File: src/rtl/piece_motion_ctrl.sv
`default_nettype none
// ============================================================================
// Module   : piece_motion_ctrl
// Purpose  : Falling-block position tracker with debounced moves, frame-paced
//            gravity, landing/respawn sequencing and a per-pixel hit test.
// Revision : 1.0 - initial release
// ============================================================================
module piece_motion_ctrl #(
    parameter int BLOCK_SIZE  = 20,
    parameter int BOARD_X0    = 220,
    parameter int BOARD_W     = 10,
    parameter int BOARD_H     = 24,
    parameter int GRAVITY_DIV = 30,
    parameter int DEB_FRAMES  = 2,
    parameter int LAND_FRAMES = 15
) (
    input  logic       iVGA_CLK,
    input  logic       iRST_n,
    input  logic       iVS,
    input  logic [3:0] move,
    input  logic [9:0] x_current,
    input  logic [8:0] y_current,
    output logic       isInSquare,
    output logic [3:0] piece_col,
    output logic [4:0] piece_row,
    output logic       landed
);

    localparam int c_DW = $clog2(DEB_FRAMES) + 1;
    localparam int c_GW = (GRAVITY_DIV > 1) ? $clog2(GRAVITY_DIV) : 1;
    localparam int c_LW = (LAND_FRAMES > 1) ? $clog2(LAND_FRAMES) : 1;

    localparam logic [c_DW-1:0] c_DEB       = c_DW'(DEB_FRAMES);
    localparam logic [c_GW-1:0] c_GRAV_LAST = c_GW'(GRAVITY_DIV - 1);
    localparam logic [c_LW-1:0] c_LAND_LAST = c_LW'(LAND_FRAMES - 1);
    localparam logic [3:0]      c_COL_MAX   = 4'(BOARD_W - 1);
    localparam logic [3:0]      c_COL_SPAWN = 4'(BOARD_W / 2);
    localparam logic [4:0]      c_ROW_MAX   = 5'(BOARD_H - 1);

    typedef enum logic [0:0] {
        S_FALL   = 1'b0,
        S_LANDED = 1'b1
    } state_t;

    logic       r_vs_s1, r_vs_s2, r_vs_s3, r_ftick;
    logic [3:0] r_mv_s1, r_mv_s2;
    logic [3:0] w_press;

    always_ff @(posedge iVGA_CLK or negedge iRST_n) begin
        if (!iRST_n) begin
            r_vs_s1 <= 1'b0;
            r_vs_s2 <= 1'b0;
            r_vs_s3 <= 1'b0;
            r_ftick <= 1'b0;
            r_mv_s1 <= '0;
            r_mv_s2 <= '0;
        end else begin
            r_vs_s1 <= iVS;
            r_vs_s2 <= r_vs_s1;
            r_vs_s3 <= r_vs_s2;
            r_ftick <= r_vs_s3 & ~r_vs_s2;
            r_mv_s1 <= move;
            r_mv_s2 <= r_mv_s1;
        end
    end

    // A press is the debounced rising flip, consumed on the tick it occurs.
    for (genvar gi = 0; gi < 4; gi++) begin : g_deb
        logic [c_DW-1:0] r_cnt;
        logic [c_DW-1:0] w_cnt_inc;
        logic            r_lvl;
        logic            w_flip;

        assign w_cnt_inc    = r_cnt + c_DW'(1);
        assign w_flip       = r_ftick && (r_mv_s2[gi] != r_lvl) && (w_cnt_inc == c_DEB);
        assign w_press[gi]  = w_flip && r_mv_s2[gi];

        always_ff @(posedge iVGA_CLK or negedge iRST_n) begin
            if (!iRST_n) begin
                r_cnt <= '0;
                r_lvl <= 1'b0;
            end else if (r_ftick) begin
                if (r_mv_s2[gi] == r_lvl) begin
                    r_cnt <= '0;
                end else if (w_cnt_inc == c_DEB) begin
                    r_cnt <= '0;
                    r_lvl <= r_mv_s2[gi];
                end else begin
                    r_cnt <= w_cnt_inc;
                end
            end
        end
    end

    state_t          r_state, w_state_nxt;
    logic [3:0]      r_col, w_col_nxt;
    logic [4:0]      r_row, w_row_nxt;
    logic [c_GW-1:0] r_gcnt, w_gcnt_nxt;
    logic [c_LW-1:0] r_lcnt, w_lcnt_nxt;
    logic            r_landed, w_landed_nxt;
    logic            w_grav_exp;
    logic            w_step;

    assign w_grav_exp = (r_gcnt == c_GRAV_LAST);
    assign w_step     = w_press[2] || w_grav_exp;

    always_comb begin
        w_state_nxt  = r_state;
        w_col_nxt    = r_col;
        w_row_nxt    = r_row;
        w_gcnt_nxt   = r_gcnt;
        w_lcnt_nxt   = r_lcnt;
        w_landed_nxt = 1'b0;
        if (r_ftick) begin
            case (r_state)
                S_FALL: begin
                    if (w_press[0] ^ w_press[1]) begin
                        if (w_press[0] && (r_col != 4'd0)) begin
                            w_col_nxt = r_col - 4'd1;
                        end else if (w_press[1] && (r_col < c_COL_MAX)) begin
                            w_col_nxt = r_col + 4'd1;
                        end
                    end
                    w_gcnt_nxt = w_grav_exp ? '0 : r_gcnt + c_GW'(1);
                    if (w_press[2]) begin
                        w_gcnt_nxt = '0;
                    end
                    if (w_press[3]) begin
                        w_row_nxt    = c_ROW_MAX;
                        w_state_nxt  = S_LANDED;
                        w_landed_nxt = 1'b1;
                    end else if (w_step) begin
                        if (r_row < c_ROW_MAX) begin
                            w_row_nxt = r_row + 5'd1;
                        end else begin
                            w_state_nxt  = S_LANDED;
                            w_landed_nxt = 1'b1;
                        end
                    end
                    if (w_landed_nxt) begin
                        w_gcnt_nxt = '0;
                        w_lcnt_nxt = '0;
                    end
                end
                S_LANDED: begin
                    w_gcnt_nxt = '0;
                    if (r_lcnt == c_LAND_LAST) begin
                        w_col_nxt   = c_COL_SPAWN;
                        w_row_nxt   = 5'd0;
                        w_lcnt_nxt  = '0;
                        w_state_nxt = S_FALL;
                    end else begin
                        w_lcnt_nxt = r_lcnt + c_LW'(1);
                    end
                end
                default: w_state_nxt = S_FALL;
            endcase
        end
    end

    always_ff @(posedge iVGA_CLK or negedge iRST_n) begin
        if (!iRST_n) begin
            r_state  <= S_FALL;
            r_col    <= c_COL_SPAWN;
            r_row    <= 5'd0;
            r_gcnt   <= '0;
            r_lcnt   <= '0;
            r_landed <= 1'b0;
        end else begin
            r_state  <= w_state_nxt;
            r_col    <= w_col_nxt;
            r_row    <= w_row_nxt;
            r_gcnt   <= w_gcnt_nxt;
            r_lcnt   <= w_lcnt_nxt;
            r_landed <= w_landed_nxt;
        end
    end

    logic [9:0] w_px, w_py, w_px_end, w_py_end, w_y;

    assign w_px     = 10'(BOARD_X0) + 10'(r_col) * 10'(BLOCK_SIZE);
    assign w_py     = 10'(r_row) * 10'(BLOCK_SIZE);
    assign w_px_end = w_px + 10'(BLOCK_SIZE);
    assign w_py_end = w_py + 10'(BLOCK_SIZE);
    assign w_y      = {1'b0, y_current};

    assign isInSquare = (x_current >= w_px) && (x_current < w_px_end) &&
                        (w_y >= w_py) && (w_y < w_py_end);

    assign piece_col = r_col;
    assign piece_row = r_row;
    assign landed    = r_landed;

endmodule
`default_nettype wire
File: config.mk
export PLATFORM = sky130hd
export DESIGN_NAME = piece_motion_ctrl
export DESIGN_NICKNAME = d
export VERILOG_FILES = /design/src/rtl/piece_motion_ctrl.sv
export SDC_FILE = /design/constraint.sdc
export NUM_CORES = 1
export LEC_CHECK = 0
export CORE_MARGIN = 2
export CORE_UTILIZATION = 50
export CTS_BUF_LIST = sky130_fd_sc_hd__clkbuf_8
export DETAILED_ROUTE_END_ITERATION = 8
export PLACE_DENSITY_LB_ADDON = 0.2
export SLEW_MARGIN = 40
export SYNTH_ARGS = -nofsm -noshare
export SYNTH_HDL_FRONTEND = slang
export SYNTH_SLANG_ARGS = --single-unit
File: constraint.sdc
create_clock -name iVGA_CLK -period 4.2 [get_ports iVGA_CLK]
set_input_delay 0.84 -clock iVGA_CLK [delete_from_list [all_inputs] [get_ports iVGA_CLK]]
set_output_delay 0.84 -clock iVGA_CLK [all_outputs]
set_load 0.005 [all_outputs]
Word level (Yosys, flattened, before mapping)
Index checks and enable logic that the tools add are counted.
{"block": "op_classes", "muxes": 34, "order_cmp": 6, "n_addsub": 12, "reduce_logical": 26, "eq_ne": 20, "multipliers": 2, "bitwise": 8}
{"cell": "$mux W5", "count": 7}
{"cell": "$mux W4", "count": 6}
{"cell": "$add A10 B5 Y10 const B", "count": 2}
{"cell": "$pmux W5 S2", "count": 2}
{"cell": "$logic_and A1 B1 Y1", "count": 17}
{"cell": "$mux W2", "count": 8}
{"cell": "$pmux W4 S2", "count": 2}
{"cell": "$reduce_and A3 Y1", "count": 4}
{"cell": "$add A5 B1 Y5 const B", "count": 2}
{"cell": "$add A8 B9 Y10 const A", "count": 1}
{"cell": "$ge A10 B10 Y1", "count": 1}
{"cell": "$ge A9 B10 Y1", "count": 1}
{"cell": "$lt A10 B10 Y1", "count": 1}
{"cell": "$lt A9 B10 Y1", "count": 1}
{"cell": "$ne A3 B3 Y1 const B", "count": 3}
{"cell": "$add A2 B1 Y2 const B", "count": 4}
{"cell": "$add A4 B1 Y4 const B", "count": 2}
{"cell": "$eq A2 B2 Y1 const B", "count": 4}
{"cell": "$mul A5 B3 Y8 const B", "count": 1}
{"cell": "$mux W1", "count": 8}
{"cell": "$reduce_and A4 Y1", "count": 2}
{"cell": "$mul A4 B3 Y7 const B", "count": 1}
{"cell": "$not A1 Y1", "count": 6}
{"cell": "$eq A5 B5 Y1 const B", "count": 1}
{"cell": "other kinds (14)", "count": 21}
{"block": "word_totals", "regBits": 44, "in_bits": 26, "output_inout_bits": 11, "word_cells": 128}

Depth between registers and ports, before layout
{"block": "depth", "word_depth": 11, "ltp_mapped": 13, "mapped_depth_nobuf": 13}

Worst setup path before layout
OpenSTA, ideal clock, no wires.
{"block": "synth_path", "path_kind": "reg-to-output", "startpoint": "register r_col[1] (netlist: piece_col[1])", "endpoint": "output port isInSquare", "required_time_ns": 3.360, "path_buffers": 0, "arrival_time_ns": 3.179, "path_stages_with_launch": 12, "setup_slack_ns": 0.181, "cell_sequence": "dfrtp_1 > ha_1 > ha_1 > xnor2_1 > o21ai_0 > or3_1 > xnor2_1 > ha_1 > o21ai_0 > a21oi_1 > a22o_1 > a2111oi_0"}
{"block": "synth_between", "elab_chain_len": 7, "word_cells_on_any_way": 8, "classes_between": "2 x add/sub; 1 x mul; 2 x order compare; 3 x reduce/logical"}
{"element": "start, declared", "line_no": "96", "text": "logic [3:0] r_col, w_col_nxt;"}
{"element": "start signal, assigned", "line_no": "164", "text": "r_col <= c_COL_SPAWN;"}
{"element": "start signal, assigned", "line_no": "171", "text": "r_col <= w_col_nxt;"}
{"element": "$mul A4 B3 Y7 (*)", "line_no": "181", "text": "assign w_px = 10'(BOARD_X0) + 10'(r_col) * 10'(BLOCK_SIZE);"}
{"element": "$add A8 B9 Y10 (*)", "line_no": "181"}
{"element": "$add A10 B5 Y10", "line_no": "183", "text": "assign w_px_end = w_px + 10'(BLOCK_SIZE);"}
{"element": "$lt A10 B10 Y1", "line_no": "187", "text": "assign isInSquare = (x_current >= w_px) && (x_current < w_px_end) &&"}
{"element": "$logic_and A1 B1 Y1 (*) (2 in a row)", "line_no": "187"}
{"element": "$logic_and A1 B1 Y1 (*)", "line_no": "188", "text": "(w_y >= w_py) && (w_y < w_py_end);"}
{"element": "end, declared", "line_no": "23", "text": "output logic isInSquare,"}
Mark *: on every way between the ends. The rest lies on a longest branch, timed or not.

Final worst setup path
{"block": "layout_path", "startpoint": "register r_col[3] (netlist: piece_col[3])", "endpoint": "output port isInSquare"}
Same word-level chain as after synthesis.

==> results.yml <==
run_status:
  status: "complete, no violations"
yosys:
  synth.area.top_cells: "dfrtp_1 33%, ha_1 19%, o21ai_0 5.4%"
  muxShareOfSynthArea_pct: 3.06
  ys_ff_latch: 44
  synth_edf_count: 0
  yosysWarnings: 0
  syn-num-nets: 410
  synth-seq-area-share_pct: 34.2
  synthDistinctLibCells: 54
  synth-adder-area-share_pct: 20.6
  netlist_instances: 332
  synth_ff_type: "dfrtp_1"
  synth_top_area_share_pct: 32.6
  syn_area_sq_um: 3230
  synth-compound-area-share_pct: 16.9
  synthSimpleGateAreaFrac_pct: 14.4
  synth_top_family_by_area: "adder cells"
  avgSynthCellArea_sq_um: 9.72
  synth_area_leader_cell: "dfrtp_1"
  synth_xor_area_share_pct: 6.79
  async_reset_ff_share_pct: 100
floorplanning:
  coreArea_sq_um: 6280
  initial_core_util_pct: 51.4
  rows: 29
  die-area_sq_um: 7110
  fp.dieH_um: 84.3
  dieWidth_um: 84.3
  ios: 37
grt:
  grt-ovfl-total: 0
  track_usage_pct: 19.2
  antenna_found_initial: 0
  grt_pass1_vias: 2627
  grt_pass1_wl_um: 11100
  grt_max_degree: 45
power_and_ir_drop:
  ir_worst_vdd_uv: 614
  p_seq_share_pct: 20.7
  cellPowerDensity_nw_per_um2: 763
  combinationalPowerShare_pct: 68.3
  p_int_mw: 1.90
  pwr-share-clk_pct: 11.0
  switching_share_pct: 39.9
  p_switching_mw: 1.26
  p_leak_nw: 1.91
route:
  drtIter0Drc: 51
  vias: 2557
  antenna_left: 0
  via_per_inst: 5.38
  drt-total-wl_um: 6170
  drt-wirelength-per-cell_um: 13.0
  remaining_drc_errors: 0
  first_pass_iters: 4
hold_path:
  hold_end: "r_mv_s2[3]"
  min_path_type: "flop to flop"
  min_path_cells: 0
  hp-start: "r_mv_s1[3]"
sta:
  setup_tns_ns: 0
  rsz0062_at_grt: "true"
  post-route-min-period_ns: 4.14
  slew_headroom_pct: 63.6
  period_share_pct: 98.5
  finalSetupViolations: 0
  hold_viol_final: 0
  fmax_mhz: 242
  finClkSkew_ns: 0.00780
  worstMarginPinSlew_ns: 0.546
  hold_ws_ns: 0.343
  maxSlewViolCount: 0
cells_and_area:
  finalNonFillerCells: 475
  area_growth_pct: 28.2
  fin_nets: 475
  drive_gt1_share_pct: 18.8
  final_area_sq_um: 4140
  antenna_cells: 0
clocking:
  root_buffer: "clkbuf_8"
  insertion_delay_ns: 0.30
  cts_buffer_depth: 2
  cts.sinks: 44
  htreeDepth: 2
  path_clk_slew_ns: 0.08
  cts_buffers: 5
  cts_tree: "yes"
  hold_buffers: 0
worst_setup_path:
  cp-end-kind: "output pin"
  worstRegToRegCells: 12
  crit-reg2reg-launch: "piece_col[0]"
  cp.required_ns: 3.36
  regToRegEndpoint: "piece_col[3]"
  critPathArrivalTime_ns: 3.30
  crit_type: "flop to output pin"
  startpoint_type: "flop"
  reg2reg_setup_slack_ns: 1.29
  critPathMaxFanout: 3
placed_design:
  dp.cells: 465
  gp_congestion: 0.760
  placed_area_sq_um: 3840
  dp_hpwl_um: 4650
  port_buffers: 36
run:
  max-cap-violations: 0
==> worst max-delay path by stage <==
stage	slack, ns	endpoint	cells after the start	from
CTS	0.003	isInSquare	14	piece_col[0]
detailed placement	-0.27	isInSquare	14	piece_col[1]
floorplan	0.18	isInSquare	11	piece_col[1]
finish	0.06	isInSquare	14	piece_col[3]
global route	-0.14	isInSquare	15	piece_col[1]
global placement	-0.17	isInSquare	14	piece_col[1]
==> logic make-up after synthesis <==
logic type | after synthesis
buffers and inverters | 31
AOI/OAI and AO/OA | 84
DFF | 44
adders and majority gates | 52
xor gates and xnor gates | 25
and+or+nand+nor | 87
muxes | 9
==> cells in the mapped netlist (2+ instances only) <==
library cell	n
a21o_1	5
nand4_1	2
nand3b_1	4
xor2_1	7
nor2b_1	6
and3_1	6
nand2_1	22
mux2i_1	2
nand3_1	4
o31ai_1	4
a21oi_1	12
mux2_2	7
a22o_1	2
dfstp_2	2
a31oi_1	3
o22ai_1	2
dfrtp_1	42
buf_2	2
xnor2_1	18
inv_1	24
fa_1	2
clkbuf_1	3
ha_1	50
o21ai_0	35
a211oi_1	3
o21a_1	4
and2_1	4
nor2_1	21
nor3_1	5
nand2b_1	5
==> registers in the layout (all words and copies together) (netlist names) <==
name	flops
landed	1
g_deb.r_lvl	4
r_gcnt	5
r_vs_s2	1
r_vs_s3	1
r_mv_s2	4
r_lcnt	4
r_vs_s1	1
g_deb.r_cnt	8
piece_row	5
piece_col	4
r_state	1
r_mv_s1	4
r_ftick	1
==> critical path, cell delays in order, from the launching register on <==
cell and delay [ns]:
dfrtp_1 0.41, ha_4 0.28, ha_4 0.18, xor2_4 0.18, o21bai_4 0.19, xnor2_2 0.18, inv_1 0.08, or3_1 0.33
xnor2_1 0.14, ha_1 0.30, o21ai_1 0.12, a21oi_1 0.05, a22o_1 0.20, a2111oi_2 0.19, buf_2 0.16
==> through the flow <==
step	worst slack (ns)	util [%]	total power [mW]
floorplan	0.181	-	1.89
CTS	0.00269	65.0	3.09
global placement	-0.172	61.2	2.50
finish	0.0611	65.9	3.16
global route	-0.141	65.9	3.52
detailed placement	-0.269	61.2	2.57
==> cell type report <==
| type | count | area, sq um |
|---|---|---|
| clock buffers | 7 | 96.3 |
| well taps | 77 | 96.3 |
| clock inverters | 1 | 30.0 |
| inverters | 24 | 90.1 |
| flip-flops and latches | 44 | 1100 |
| fillers | 493 | 2140 |
| repair buffers | 65 | 574 |
| multi-input cells | 257 | 2150 |
==> layer usage <==
metal	up-vias	share of wire (%)	GRT usage, %
met3	16	2.2	2.85
li1	1300	-	-
met2	42	50	33.8
met5	-	0	0
met1	1199	45	22.8
met4	0	2.9	9.53
==> power by group through the flow <==
stage	registers (mW)	clock network, mW	logic (mW)
finish	0.653	0.348	2.16
global route	0.673	0.381	2.47
CTS	0.655	0.358	2.07
detailed placement	0.652	0	1.91
global placement	0.645	0	1.86
floorplan	0.656	0	1.24
==> repair_timing <==
item,in CTS,in global routing
gates resized for setup,22,8
setup buffers,1,1
cloned,0,0
pin swaps,5,5
setup endpoints to repair,1,1
==> placed cells by master, fill, tap and decap left out, types with 4 or more instances in the layout <==
master,Yosys,final
clkbuf_8,0,7
and2_1,4,4
mux2_2,7,7
a21o_1,5,5
nor2_1,21,20
nor2b_1,6,6
nand3_1,4,4
and3_1,6,6
nand2b_1,5,4
o21a_1,4,4
clkdlybuf4s50_1,0,34
ha_4,0,5
xor2_1,7,6
inv_1,24,24
nand2_1,22,22
ha_1,50,44
buf_4,1,29
nand3b_1,4,4
nor3_1,5,4
o21ai_0,35,33
o31ai_1,4,4
a21oi_1,12,10
xnor2_1,18,15
dfrtp_1,42,42
Note: power is estimated with default switching activity, not from simulation.
